### src/rtl/host_reg_bridge_pkg.sv
// host_reg_bridge_pkg: address map, datapath codes, status layout and 7-segment glyphs
package host_reg_bridge_pkg;
  localparam logic [19:0] OFF_CFG    = 20'h00000;
  localparam logic [19:0] OFF_CMD    = 20'h01000;
  localparam logic [19:0] OFF_STATUS = 20'h01002;
  localparam logic [19:0] OFF_DISP   = 20'h01004;
  localparam logic [19:0] OFF_RES    = 20'h03000;
  typedef enum logic [3:0] {
    PROC_STATUS_IDLE     = 4'd0,
    PROC_STATUS_BUSY     = 4'd1,
    PROC_STATUS_COMPLETE = 4'd2
  } proc_status_e;
  typedef enum logic [3:0] {
    PROC_CMD_NONE = 4'd0,
    PROC_CMD_ACK  = 4'd2
  } proc_cmd_e;
  localparam int STATUS_PS_LSB   = 0;
  localparam int STATUS_DONE_BIT = 4;
  localparam int STATUS_CNT_LSB  = 8;
  // segments {a,b,c,d,e,f,g}, index = nibble value
  localparam logic [6:0] SEG_GLYPH [16] = '{
    7'h7E, 7'h30, 7'h6D, 7'h79, 7'h33, 7'h5B, 7'h5F, 7'h70,
    7'h7F, 7'h7B, 7'h77, 7'h1F, 7'h4E, 7'h3D, 7'h4F, 7'h47
  };
  function automatic logic [15:0] status_word(input logic [7:0] cnt, input logic done, input logic [3:0] ps);
    return (16'(cnt) << STATUS_CNT_LSB) | (16'(done) << STATUS_DONE_BIT) | (16'(ps) << STATUS_PS_LSB);
  endfunction
endpackage

### src/rtl/host_reg_bridge_if.sv
// host_reg_bridge_if: asynchronous SRAM-style host bus
interface host_reg_bridge_if;
  logic        HOST_nCS;
  logic        HOST_nWE;
  logic        HOST_nOE;
  logic [20:0] HOST_ADD;
  logic [15:0] HDI;
  logic [15:0] HDO;
  modport master (output HOST_nCS, HOST_nWE, HOST_nOE, HOST_ADD, HDI, input HDO);
  modport slave  (input HOST_nCS, HOST_nWE, HOST_nOE, HOST_ADD, HDI, output HDO);
endinterface

### src/rtl/host_reg_bridge_seg7_scan.sv
// seg7_scan: multiplexed six-digit hex display driven by a divided scan tick
module seg7_scan import host_reg_bridge_pkg::*; #(
  parameter int CLK_HZ  = 50000000,
  parameter int SCAN_HZ = 1000
) (
  input  logic        clk,
  input  logic        nRESET,
  input  logic [23:0] value,
  output logic [5:0]  seg_com,
  output logic [7:0]  seg_data
);
  localparam int DIV = (CLK_HZ / SCAN_HZ) < 1 ? 1 : CLK_HZ / SCAN_HZ;
  localparam int CW  = DIV > 1 ? $clog2(DIV) : 1;
  logic [CW-1:0] cnt_q, cnt_d;
  logic [2:0]    dig_q, dig_d;
  logic [5:0]    com_q, com_d;
  logic [7:0]    data_q, data_d;
  logic          tick;
  logic [3:0]    nib;
  always_comb begin
    tick   = cnt_q == CW'(DIV - 1);
    nib    = 4'(value >> {dig_q, 2'b00});
    cnt_d  = tick ? '0 : cnt_q + 1'b1;
    dig_d  = tick ? (dig_q == 3'd5 ? 3'd0 : dig_q + 3'd1) : dig_q;
    com_d  = tick ? ~(6'b100000 >> dig_q) : com_q;
    data_d = tick ? {SEG_GLYPH[nib], 1'b0} : data_q;
  end
  always_ff @(posedge clk or negedge nRESET)
    if (!nRESET) begin
      cnt_q  <= '0;
      dig_q  <= '0;
      com_q  <= 6'b111111;
      data_q <= '0;
    end else begin
      cnt_q  <= cnt_d;
      dig_q  <= dig_d;
      com_q  <= com_d;
      data_q <= data_d;
    end
  assign seg_com  = com_q;
  assign seg_data = data_q;
endmodule

### src/rtl/host_reg_bridge.sv
// host_reg_bridge: host-visible config/command/result registers for a datapath,
// with a 7-segment view of a selected result pair.
module host_reg_bridge import host_reg_bridge_pkg::*; #(
  parameter int N_CFG   = 14,
  parameter int N_RES   = 8,
  parameter int CLK_HZ  = 50000000,
  parameter int SCAN_HZ = 1000
) (
  input  logic                 clk,
  input  logic                 nRESET,
  host_reg_bridge_if.slave     host,
  input  logic [3:0]           proc_status,
  input  logic [16*N_RES-1:0]  res_din,
  output logic [16*N_CFG-1:0]  cfg_dout,
  output logic [3:0]           proc_cmd,
  output logic [5:0]           SEG_COM,
  output logic [7:0]           SEG_DATA
);
  localparam int CI = N_CFG > 1 ? $clog2(N_CFG) : 1;
  localparam int RI = $clog2(N_RES);
  localparam int NP = N_RES / 2;
  logic [2:0]  s1_q, s1_d, s2_q, s2_d;
  logic        prev_q, prev_d, ps2_q, ps2_d, done_q, done_d;
  logic [1:0]  rdy_q, rdy_d;
  logic [7:0]  cnt_q, cnt_d;
  logic [15:0] cmd_q, cmd_d, disp_q, disp_d, hdo_q, hdo_d;
  logic [15:0] cfg_q [N_CFG];
  logic [15:0] cfg_d [N_CFG];
  logic [15:0] res_q [N_RES];
  logic [15:0] res_d [N_RES];
  logic        cs_s, we_s, oe_s, win, wr, comp, cfg_hit, res_hit;
  logic [19:0] off, cfg_off, res_off;
  logic [15:0] rdata;
  logic [RI-1:0] lo_idx, hi_idx;
  always_comb begin
    cs_s    = s2_q[2];
    we_s    = s2_q[1];
    oe_s    = s2_q[0];
    win     = host.HOST_ADD[20];
    off     = host.HOST_ADD[19:0];
    cfg_off = off - OFF_CFG;
    res_off = off - OFF_RES;
    cfg_hit = !win && !cfg_off[0] && cfg_off[19:1] < 19'(N_CFG);
    res_hit = !win && off >= OFF_RES && !res_off[0] && res_off[19:1] < 19'(N_RES);
    wr      = !cs_s && !we_s && prev_q && oe_s && !win;
    comp    = proc_status == PROC_STATUS_COMPLETE && !ps2_q;
    rdata   = win ? 16'h0000 :
              cfg_hit ? cfg_q[cfg_off[CI:1]] :
              off == OFF_CMD ? cmd_q :
              off == OFF_STATUS ? status_word(cnt_q, done_q, proc_status) :
              off == OFF_DISP ? disp_q :
              res_hit ? res_q[res_off[RI:1]] : 16'h0000;
    s1_d    = {host.HOST_nCS, host.HOST_nWE, host.HOST_nOE};
    s2_d    = s1_q;
    rdy_d   = {rdy_q[0], 1'b1};
    // nWE is only treated as previously high once the synchronizer holds real pin samples
    prev_d  = we_s && rdy_q[1];
    ps2_d   = proc_status == PROC_STATUS_COMPLETE;
    cfg_d   = cfg_q;
    res_d   = res_q;
    cmd_d   = cmd_q;
    disp_d  = disp_q;
    done_d  = done_q;
    cnt_d   = cnt_q;
    hdo_d   = (!cs_s && !oe_s) ? rdata : hdo_q;
    if (wr && cfg_hit) cfg_d[cfg_off[CI:1]] = host.HDI;
    if (wr && off == OFF_DISP) disp_d = host.HDI;
    if (wr && off == OFF_CMD) begin
      cmd_d  = host.HDI;
      done_d = 1'b0;
    end
    if (comp) begin
      for (int i = 0; i < N_RES; i++) res_d[i] = res_din[16*i +: 16];
      cmd_d  = '0;
      done_d = 1'b1;
      cnt_d  = cnt_q + 8'd1;
    end
  end
  always_ff @(posedge clk or negedge nRESET)
    if (!nRESET) begin
      s1_q   <= 3'b111;
      s2_q   <= 3'b111;
      rdy_q  <= '0;
      prev_q <= 1'b0;
      // status already COMPLETE across reset is not a fresh completion
      ps2_q  <= 1'b1;
      for (int i = 0; i < N_CFG; i++) cfg_q[i] <= '0;
      for (int i = 0; i < N_RES; i++) res_q[i] <= '0;
      cmd_q  <= '0;
      disp_q <= '0;
      done_q <= 1'b0;
      cnt_q  <= '0;
      hdo_q  <= '0;
    end else begin
      s1_q   <= s1_d;
      s2_q   <= s2_d;
      rdy_q  <= rdy_d;
      prev_q <= prev_d;
      ps2_q  <= ps2_d;
      cfg_q  <= cfg_d;
      res_q  <= res_d;
      cmd_q  <= cmd_d;
      disp_q <= disp_d;
      done_q <= done_d;
      cnt_q  <= cnt_d;
      hdo_q  <= hdo_d;
    end
  always_comb begin
    for (int i = 0; i < N_CFG; i++) cfg_dout[16*i +: 16] = cfg_q[i];
    proc_cmd = proc_status == PROC_STATUS_COMPLETE ? PROC_CMD_ACK : cmd_q[3:0];
    lo_idx   = RI'((32'(disp_q[4:0]) % NP) * 2);
    hi_idx   = lo_idx + RI'(1);
  end
  assign host.HDO = hdo_q;
  seg7_scan #(.CLK_HZ(CLK_HZ), .SCAN_HZ(SCAN_HZ)) u_scan (
    .clk      (clk),
    .nRESET   (nRESET),
    .value    ({res_q[hi_idx][7:0], res_q[lo_idx]}),
    .seg_com  (SEG_COM),
    .seg_data (SEG_DATA)
  );
endmodule

### src/flat_wrapper.sv
// flat-port wrapper written by rule: the top's interface ports become plain ports
module host_reg_bridge_flat import host_reg_bridge_pkg::*;
#(
  parameter int N_CFG   = 14,
  parameter int N_RES   = 8,
  parameter int CLK_HZ  = 50000000,
  parameter int SCAN_HZ = 1000
)
  (clk, nRESET, proc_status, res_din, cfg_dout, proc_cmd, SEG_COM, SEG_DATA, host_HOST_nCS, host_HOST_nWE, host_HOST_nOE, host_HOST_ADD, host_HDI, host_HDO);
  host_reg_bridge_if host_i ();
  input  logic clk;
  input  logic nRESET;
  input  logic [3:0] proc_status;
  input  logic [16*N_RES-1:0] res_din;
  output logic [16*N_CFG-1:0] cfg_dout;
  output logic [3:0] proc_cmd;
  output logic [5:0] SEG_COM;
  output logic [7:0] SEG_DATA;
  input wire logic [$bits(host_i.HOST_nCS)-1:0] host_HOST_nCS;
  input wire logic [$bits(host_i.HOST_nWE)-1:0] host_HOST_nWE;
  input wire logic [$bits(host_i.HOST_nOE)-1:0] host_HOST_nOE;
  input wire logic [$bits(host_i.HOST_ADD)-1:0] host_HOST_ADD;
  input wire logic [$bits(host_i.HDI)-1:0] host_HDI;
  output wire logic [$bits(host_i.HDO)-1:0] host_HDO;
  assign host_i.HOST_nCS = host_HOST_nCS;
  assign host_i.HOST_nWE = host_HOST_nWE;
  assign host_i.HOST_nOE = host_HOST_nOE;
  assign host_i.HOST_ADD = host_HOST_ADD;
  assign host_i.HDI = host_HDI;
  assign host_HDO = host_i.HDO;
  host_reg_bridge #(.N_CFG(N_CFG), .N_RES(N_RES), .CLK_HZ(CLK_HZ), .SCAN_HZ(SCAN_HZ)) u_core (.clk(clk), .nRESET(nRESET), .host(host_i), .proc_status(proc_status), .res_din(res_din), .cfg_dout(cfg_dout), .proc_cmd(proc_cmd), .SEG_COM(SEG_COM), .SEG_DATA(SEG_DATA));
endmodule
### config.mk
export PLATFORM = sky130hd
export DESIGN_NAME = host_reg_bridge_flat
export DESIGN_NICKNAME = d
export VERILOG_FILES = /design/src/rtl/host_reg_bridge_pkg.sv /design/src/rtl/host_reg_bridge_if.sv /design/src/rtl/host_reg_bridge_seg7_scan.sv /design/src/rtl/host_reg_bridge.sv /design/src/flat_wrapper.sv
export SDC_FILE = /design/constraint.sdc
export NUM_CORES = 1
export LEC_CHECK = 0
export ABC_AREA = 0
export CORE_MARGIN = 3
export CORE_UTILIZATION = 50
export DETAILED_ROUTE_END_ITERATION = 12
export GPL_TIMING_DRIVEN = 0
export HOLD_SLACK_MARGIN = 0.12
export MAX_ROUTING_LAYER = met4
export PLACE_DENSITY = 0.89
export SLEW_MARGIN = 20
export SYNTH_ARGS = -nofsm -noshare
export SYNTH_HDL_FRONTEND = slang
export SYNTH_SLANG_ARGS = --single-unit
### constraint.sdc
create_clock -name clk -period 3.6 [get_ports clk]
set_input_delay 0.54 -clock clk [delete_from_list [all_inputs] [get_ports clk]]
set_output_delay 0.54 -clock clk [all_outputs]
set_load 0.05 [all_outputs]
# After elaboration in Yosys (flattened, before gate mapping)
# Memory sizes are Yosys's and may differ from the RTL's. A register that Yosys moved wholly into a read port is not among the register bits.
# Index checks and enable logic that the tools add are counted.
[word_totals]
regBits = 444
romBits = 112
input_bits = 174
mem_count = 1
[memory_table]
columns = ["memory", "depth", "word_bits", "read_ports", "rd_ports_with_merged_regs", "wr", "line_no", "source"]
rows = [
  ["(name not given)", 16, 7, 1, 1, 0, "host_reg_bridge_seg7_scan.sv:26", "data_d = tick ? {SEG_GLYPH[nib], 1'b0} : data_q;"],
]
[classes]
addsub = 5
magnitude_cmp = 8
eq_ne = 6
shifts = 2
muxes = 28
n_bitwise = 8
reduce_logical = 25
[op_table]
columns = ["cell", "n"]
rows = [
  ["$mux 16", 16],
  ["$bwmux 224", 1],
  ["$bmux 16 s3", 3],
  ["$bmux 16 s4", 1],
  ["$demux 16 s4", 1],
  ["$eq 20x13->1 const B", 3],
  ["$lt 19x4->1 const B", 2],
  ["$shr 24x5->4", 1],
  ["$ge 20x14->1 const B", 1],
  ["$sub 20x14->20 const B", 1],
  ["$add 16x1->16 const B", 1],
  ["$eq 16x16->1 const B", 1],
  ["$logic_and 1x1->1", 16],
  ["$mux 8", 2],
  ["$or 16x4->16", 1],
  ["$or 16x5->16", 1],
  ["$ge 4x4->1 const B", 3],
  ["$not 3->4", 3],
  ["$not 4->5", 2],
  ["$add 8x1->8 const B", 1],
  ["$logic_not 1->1", 8],
  ["$add 3x1->3 const B", 2],
  ["$not 6->6", 1],
  ["$shr 6x3->6 const A", 1],
  ["other kinds (8)", 9],
]

# Logic depth before layout (Yosys ltp)
# Gate-level depths: netlist of the first run.
[logic_depth]
word_depth = 11
depth_mapped = 12
ltp_nobuf = 9

# Cells and area by module
# From an unflattened synthesis of the first run, not the netlist that was laid out.
[hier_totals]
cells_unflattened = 1541
area_unflattened_um2 = 21861.0
[by_module_without_submodules]
columns = ["mod", "n_inst", "cells_each", "area_per_inst_um2", "seq_area_each_um2"]
rows = [
  ["host_reg_bridge", 1, 1348, 19865.3, 10493.8],
  ["seg7_scan", 1, 193, 1995.7, 808.3],
]

# Worst setup path before layout of the first run
# No wires, ideal clock.
[synth_path]
kind = "register to register"
start = "register u_core.disp_q[0]"
end = "register u_core.u_scan.data_q[6], in the netlist u_core.u_scan.seg_data[6]"
setup_ps = 65
arrival_time_ps = 2890
slack_ps = 645
stages_incl_launch_ff = 12
synth_period_minus_slack_ps = 2955
path_cell_list = "dfrtp_1 > buf_2 > buf_2 > mux4_2 > mux2i_1 > nor3_1 > a211oi_1 > inv_1 > ha_1 > nand2b_1 > a311oi_1 > a21o_1"
[synth_via]
elab_chain_len = 7
[synth_rtl]
columns = ["item", "line_no", "source"]
rows = [
  ["start, declared", "host_reg_bridge.sv:26", "logic [15:0] cmd_q, cmd_d, disp_q, disp_d, hdo_q, hdo_d;"],
  ["start signal, assigned", "host_reg_bridge.sv:103", "disp_q <= disp_d;"],
  ["$add 3x1->3", "host_reg_bridge.sv:112", "hi_idx = lo_idx + RI'(1);"],
  ["$not 3->4 (implied by the code)", "host_reg_bridge.sv:118", ".value ({res_q[hi_idx][7:0], res_q[lo_idx]}),"],
  ["$bmux 16 s3", "host_reg_bridge.sv:118", ""],
  ["$mux 8 (implied by the code) (2 in a row)", "host_reg_bridge.sv:118", ""],
  ["$shr 24x5->4 *", "host_reg_bridge_seg7_scan.sv:22", "nib = 4'(value >> {dig_q, 2'b00});"],
  ["$not 4->5 (implied by the code) *", "host_reg_bridge_seg7_scan.sv:26", ""],
  ["end, declared", "host_reg_bridge_seg7_scan.sv:17", "logic [7:0] data_q, data_d;"],
]
# Mark *: on every way between the ends. The rest lies on a longest branch, timed or not. The select of a mux whose other input is x is not followed.
# A chain may end at the register's enable or synchronous reset.

# Worst setup path in the final report of the first run
[layout_path]
start = "input host_HOST_ADD[2]"
end = "register u_core.hdo_q[0], in the netlist u_core.host.HDO[0]"
[layout_via]
elab_chain_len = 11
[layout_rtl]
columns = ["item", "line_no", "source"]
rows = [
  ["start, declared", "flat_wrapper.sv:22", "input wire logic [$bits(host_i.HOST_ADD)-1:0] host_HOST_ADD;"],
  ["branches (longest 9 deep; another with $sub 20x14->20)", "-", ""],
  ["$mux 16 *", "host_reg_bridge.sv:48", "cfg_hit ? cfg_q[cfg_off[CI:1]] :"],
  ["$mux 16 *", "host_reg_bridge.sv:47", "rdata = win ? 16'h0000 :"],
  ["end signal, assigned", "host_reg_bridge.sv:106", "hdo_q <= hdo_d;"],
  ["end, declared", "host_reg_bridge.sv:26", ""],
]
# Mark *: on every way between the ends. The select of a mux whose other input is x is not followed.

==> flow_metrics.py, run 1 <==
metrics = {
    "status": {
        "outcome": "complete, no violations",
    },
    "placed_design": {
        "portBuffers": 429,
        "place_congestion": 0.982,
        "dp_hpwl_mm": 55.1,
        "dp_slack_ps": -631,
        "dp.cells": 2527,
        "placed_cell_area_mm2": 0.0263,
    },
    "clocking": {
        "ctsHtreeMaxLevel": 2,
        "clockRootBuffer": "clkbuf_16",
        "clk_pin_slew_ps": 60,
        "cts_sinks": 451,
        "cts_made_buffers": 48,
        "clock_latency_ps": 600,
        "cts_tree": "done",
        "cts.path.max_buffers": 3,
    },
    "global_routing": {
        "gr-usage-met3_pct": 8.57,
        "grt.overflow.total": 0,
        "grt_pass1_wl_mm": 109,
        "grtUsageTotal_pct": 33.5,
        "busiest_layer": "met2",
        "grt_max_degree": 89,
        "use_met1_pct": 41.8,
        "grt_pass1_vias": 17066,
        "grtUsageMet2_pct": 51.7,
        "antenna_found_initial": 1,
    },
    "final_layout": {
        "final_common_cell": "dfrtp_1",
        "fill_cells": 2861,
        "layout_common_cells": "dfrtp_1, clkdlybuf4s50_1, mux2_2",
        "final_cells": 2613,
        "synthToLayoutAreaGrowth_pct": 31.8,
        "drive_gt1_share_pct": 22.1,
        "fin_util_pct": 67.7,
        "final_cell_area_mm2": 0.0280,
        "nets": 2229,
    },
    "die": {
        "ios": 432,
        "fp.dieW_um": 212,
        "row_count": 74,
        "die_y_um": 212,
        "die-area_mm2": 0.0450,
        "initial_utilization_pct": 51.3,
        "fp.coreArea_mm2": 0.0414,
    },
    "critical_path": {
        "crit_top_cell": "buf_2",
        "crit_fanout": 19,
        "critical_path_buf_inv_count": 4,
        "start_kind": "input pin",
        "cp_top_family": "buffers and inverters",
        "worstSetupEndpointType": "flip-flop",
        "max_stage_delay_ps": 670,
        "r2r_start": "u_core.disp_q[0]$_DFFE_PN0P_",
        "worstSetupPathType": "input pin to flip-flop",
        "crit_start": "host_HOST_ADD[2]",
        "slowest_stage": "clkdlybuf4s50_1",
        "path_cells": "clkdlybuf4s50_1 -> buf_2 -> buf_2 -> buf_2 -> mux4_2 -> nand2_1 -> a21oi_1 -> a21oi_1 -> o211ai_1 -> a22o_1",
        "arrival_ps": 4000,
        "cp.required_ps": 4080,
    },
    "timing": {
        "grt_setup_unrepaired": "no",
        "period_share_pct": 98.0,
        "setup_viol": 0,
        "report.final.slew_viol_count": 0,
        "skew_ps": 24.4,
        "hold_viol": 0,
        "worst_slew_pin_slew_ps": 1000,
        "fmax_mhz": 284,
        "worst_slack_ps": 73.4,
        "period_needed_ps": 3530,
        "relSlewSlack_pct": 33.3,
    },
    "logic_synthesis": {
        "postSynthCellCount": 1561,
        "synth-edff-count": 0,
        "yosysWarnings": 0,
        "synthArstFlopShare_pct": 100,
        "ys_types": 57,
        "synth_area_mm2": 0.0212,
        "yosysSeqAreaShare_pct": 53.2,
        "synth_ff_type": "dfrtp_1",
        "synthesis.nets": 1745,
        "ys_ff_latch": 451,
        "syn_area_per_cell_um2": 13.6,
    },
    "min_path": {
        "min_from": "u_core.rdy_q[0]$_DFF_PN0_",
        "min_path_type": "flip-flop to flip-flop",
    },
    "routing": {
        "viasPerCell": 6.24,
        "avgRoutedWirePerCell_um": 28.2,
        "drt_iter0_drc": 1617,
        "drc": 0,
        "ant_nets": 0,
        "vias": 16296,
        "firstDrtPassIters": 6,
        "postRouteWirelength_mm": 73.6,
    },
    "power_and_ir_drop": {
        "powerDensity_mw_per_mm2": 441,
        "p_leak_uw": 0.0124,
        "ir_drop_mv": 0.323,
    },
    "job": {
        "max-cap-violations": 0,
    },
}
## cell type report
| type | count | area [um^2] | area share (%) |
|---|---|---|---|
| Clock inverter | 15 | 191 | 0.683 |
| Multi-Input combinational cell | 985 | 9430 | 33.7 |
| Timing Repair Buffer | 435 | 4450 | 15.9 |
| Tap cell | 532 | 666 | 2.38 |
| Buffer | 116 | 520 | 1.86 |
| Antenna cell | 1 | 2.50 | 0.00893 |
| Clock buffer | 70 | 1420 | 5.08 |
| Inverter | 8 | 30.0 | 0.107 |
| Sequential cell | 451 | 11300 | 40.4 |
## cells by family after synthesis
kind of cell | synth area share, %
multiplexers | 31.6
buffers and inverters | 2.54
other | 0.0353
adder cells (fa/ha/maj) | 0.589
AND/OR/NAND/NOR | 5.90
AO/OA/AOI/OAI | 5.25
XOR/XNOR | 0.866
flip-flops | 53.2
## Yosys cell counts, types with 3 or more instances
library cell	number	area, um^2
a21oi_1	53	265
a221oi_1	3	26.3
a22o_1	15	131
a22oi_1	31	233
and2_1	4	25.0
and3_1	4	25.0
buf_1	12	45.0
buf_2	41	205
buf_4	3	22.5
clkbuf_1	60	225
dfrtp_1	438	11000
dfstp_2	13	342
ha_1	10	125
inv_1	8	30.0
mux2_1	166	1870
mux2_2	205	2310
mux2i_1	38	380
mux4_2	96	2160
nand2_1	176	661
nand2b_1	10	62.6
nand3_1	17	85.1
nand4_1	3	18.8
nor2_1	26	97.6
nor2b_1	10	62.6
nor3_1	6	30.0
nor4_1	6	37.5
nor4_2	3	37.5
o211ai_1	16	120
o21ai_0	28	140
o22ai_1	4	25.0
or2_2	3	18.8
xnor2_1	11	96.3
xor2_1	10	87.6
## final timing paths
kind | endpoint | slack, ps | cells past startpoint
min | u_core.rdy_q[1]$_DFF_PN0_ | 350 | 0
max | u_core.host.HDO[0]$_DFFE_PN0P_ | 70 | 10
min in group asynchronous | u_core.res_q[1]$_DFFE_PN0P_ | 470 | 2
max reg2reg | u_core.u_scan.seg_data[6]$_DFFE_PN0N_ | 190 | 12
min reg2reg | u_core.rdy_q[1]$_DFF_PN0_ | 350 | 0
max in group asynchronous | u_core.cfg_dout[61]$_DFFE_PN0P_ | 1950 | 4
## repair_timing
action | CTS | global route
pin swaps | 0 | 1
endpoints found under the hold margin | 49 | 0
buffers inserted | 0 | 0
hold buffers | 1 | 0
resized for setup | 7 | 6
endpoints found under the setup margin | 26 | 13
## flip-flops by register name, indices dropped and copies added (netlist names)
| register | flops |
|---|---|
| u_core.s2_q | 3 |
| u_core.s1_q | 3 |
| u_core.done_q | 1 |
| u_core.cfg_dout | 224 |
| u_core.res_q | 128 |
| u_core.ps2_q | 1 |
| u_core.u_scan.seg_data | 7 |
| u_core.rdy_q | 2 |
| u_core.prev_q | 1 |
| u_core.cnt_q | 8 |
| u_core.cmd_q | 16 |
| u_core.host.HDO | 16 |
| u_core.u_scan.cnt_q | 16 |
| u_core.u_scan.dig_q | 3 |
| u_core.disp_q | 16 |
| u_core.u_scan.seg_com | 6 |
## routing by layer
layer	vias up	wire length [um]
met5	-	0
met4	0	4020
met1	8445	27900
met2	898	35000
li1	6700	-
met3	253	6650
## where the power goes
group	leakage [uW]	total (uW)	switching, uW	internal, uW
Clock	0.000795	5100	2130	2970
Combinational	0.00560	1510	725	787
Sequential	0.00598	5740	312	5430
Total	0.0124	12300	3170	9180
## through the flow
| step | hold WS, ps | TNS (ps) | total power, uW |
|---|---|---|---|
| after floorplan | 244 | 0 | 6540 |
| after global placement | 331 | -7746350 | 7220 |
| after detailed placement | 338 | -84350 | 7300 |
| after CTS | 332 | 0 | 12400 |
| after global routing | 344 | 0 | 12700 |
| final | 349 | 0 | 12300 |
(Power assumes the default switching activity.)
==> run 2, diff against run 1 <==
--- a/config.mk
+++ b/config.mk
@@ -6,13 +6,15 @@
 export NUM_CORES = 1
 export LEC_CHECK = 0
 export ABC_AREA = 0
-export CORE_MARGIN = 3
-export CORE_UTILIZATION = 50
+export CELL_PAD_IN_SITES_DETAIL_PLACEMENT = 0
+export CELL_PAD_IN_SITES_GLOBAL_PLACEMENT = 1
+export CORE_MARGIN = 4
+export CORE_UTILIZATION = 42
 export DETAILED_ROUTE_END_ITERATION = 12
 export GPL_TIMING_DRIVEN = 0
 export HOLD_SLACK_MARGIN = 0.12
 export MAX_ROUTING_LAYER = met4
-export PLACE_DENSITY = 0.89
+export PLACE_DENSITY = 0.92
 export SLEW_MARGIN = 20
 export SYNTH_ARGS = -nofsm -noshare
 export SYNTH_HDL_FRONTEND = slang
==> run 2 against run 1 <==
  * First-iteration DRC count is 23% lower
  * Non-clock buffer count rose by 1
  * Sequential power is essentially flat
  * Design area up 1.0%
  * Largest power group unchanged
  * Sequential share of layout area down 0.41 points
==> flow_metrics.py, run 2 (synthesized netlist as in run 1, its figures left out) <==
metrics = {
    "final_layout": {
        "nets": 2232,
        "final_cells": 2769,
        "multi_input_area_mm2": 0.00943,
        "largest_reg_flops": 224,
        "fill_cells": 4149,
        "synthToLayoutAreaGrowth_pct": 33.2,
        "drive_gt1_share_pct": 22.2,
        "seqCellArea_mm2": 0.0113,
        "final_common_cell": "dfrtp_1",
        "layout_common_cells": "dfrtp_1, clkdlybuf4s50_1, mux2_2",
        "fin_util_pct": 56.5,
    },
    "routing": {
        "avgRoutedWirePerCell_um": 27.4,
        "viasPerCell": 5.76,
        "drc": 0,
        "ant_nets": 0,
        "firstDrtPassIters": 8,
        "drt_iter0_drc": 1251,
        "postRouteWirelength_mm": 75.8,
        "vias": 15949,
    },
    "die": {
        "ios": 432,
        "fp.dieW_um": 233,
        "row_count": 82,
        "fp.coreArea_mm2": 0.0501,
        "initial_utilization_pct": 42.4,
        "die_y_um": 233,
        "die-area_mm2": 0.0542,
    },
    "placed_design": {
        "place_congestion": 0.919,
        "portBuffers": 429,
        "dp_slack_ps": -612,
        "dp.cells": 2667,
        "dp_hpwl_mm": 57.2,
    },
    "critical_path": {
        "worstSetupPathType": "input pin to flip-flop",
        "start_kind": "input pin",
        "reg2reg_depth": 10,
        "crit_fanout": 10,
        "cp.required_ps": 4050,
        "worstSetupEndpointType": "flip-flop",
        "r2r_setup_slack_ps": 260,
        "reg2reg_to": "u_core.u_scan.seg_data[6]$_DFFE_PN0N_",
        "arrival_ps": 3960,
        "r2r_start": "u_core.u_scan.dig_q[0]$_DFFE_PN0N_",
    },
    "status": {
        "outcome": "complete, no violations",
    },
    "global_routing": {
        "antenna_found_initial": 7,
        "grt.overflow.total": 0,
        "grt_pass1_vias": 16913,
        "grtUsageTotal_pct": 28.4,
        "grt_max_degree": 104,
        "grt_pass1_wl_mm": 111,
    },
    "clocking": {
        "clockRootBuffer": "clkbuf_16",
        "cts_tree": "done",
        "cts.path.max_buffers": 3,
        "clock_latency_ps": 630,
        "cts_sinks": 451,
        "cts_made_buffers": 50,
        "ctsHtreeMaxLevel": 2,
        "clk_pin_slew_ps": 60,
    },
    "timing": {
        "hold_viol": 0,
        "grt_setup_unrepaired": "yes",
        "fin_setup_tns_ps": 0,
        "period_needed_ps": 3510,
        "worst_slew_pin_slew_ps": 1160,
        "skew_ps": 56.4,
        "relSlewSlack_pct": 22.0,
        "period_share_pct": 97.5,
        "setup_viol": 0,
        "fmax_mhz": 285,
        "worst_slack_ps": 90.7,
        "report.final.slew_viol_count": 0,
    },
    "min_path": {
        "hold_end": "u_core.rdy_q[1]$_DFF_PN0_",
        "min_path_cells": 0,
        "min_from": "u_core.rdy_q[0]$_DFF_PN0_",
        "min_path_type": "flip-flop to flip-flop",
    },
    "power_and_ir_drop": {
        "powerDensity_mw_per_mm2": 445,
        "p_leak_uw": 0.0124,
        "ir_drop_mv": 0.332,
        "power_uw": 12600,
    },
    "job": {
        "max-cap-violations": 0,
    },
}
run 2: routing by layer:
layer | part of all wire (%) | vias up | global-route usage [%]
met5 | 0 | - | -
met4 | 3.9 | 0 | 10.6
met3 | 8.4 | 165 | 7.90
met2 | 48 | 717 | 44.5
met1 | 39 | 8359 | 35.4
li1 | - | 6708 | -
run 2: how the worst max path moves through the flow:
stage	start	endpoint	slack [ps]	cells after the start
after detailed placement	host_HOST_ADD[2]	u_core.cfg_dout[29]$_DFFE_PN0P_	-610	7
after CTS	host_HOST_ADD[2]	u_core.cfg_dout[24]$_DFFE_PN0P_	10	7
after floorplan	u_core.disp_q[0]$_DFFE_PN0P_	u_core.u_scan.seg_data[6]$_DFFE_PN0N_	650	11
after global placement	nRESET	u_core.res_q[2]$_DFFE_PN0P_	-17330	1
final	host_HOST_ADD[2]	u_core.cfg_dout[56]$_DFFE_PN0P_	90	7
after global routing	host_HOST_ADD[2]	u_core.cfg_dout[56]$_DFFE_PN0P_	-40	7
run 2: through the flow:
step                      area (um^2)  hold WS (ps)
after floorplan                 21200           244
after global placement          26400           334
after detailed placement        26500           335
after CTS                       28300           324
after global routing            28300           338
final                           28300           348
run 2: final cells by class:
type | count | share of cell area, %
buffer | 117 | 1.83
clock buffer | 68 | 4.94
tap | 672 | 2.97
inverter | 8 | 0.106
clock inverter | 24 | 1.10
multi-input combinational | 985 | 33.3
timing repair buffer | 435 | 15.7
antenna | 9 | 0.0796
sequential | 451 | 39.9
run 2: what timing repair did:
action | 4_1_cts | 5_1_grt
hold buffers | 1 | 0
gates resized for setup | 5 | 4
buffers inserted | 0 | 0
endpoints found under the hold margin | 46 | 0
endpoints found under the setup margin | 8 | 22
run 2: critical path, cell delays in order:
cell	delay [ps]
clkdlybuf4s50_1	540
buf_2	320
buf_2	450
clkbuf_1	650
nand3_1	630
buf_2	450
mux2_1	370
run 2: power breakdown:
part / total, uW / switching (uW) / internal, uW
combinational: 1510 / 723 / 787
sequential: 5720 / 293 / 5430
clock: 5370 / 2210 / 3160
total: 12600 / 3220 / 9380
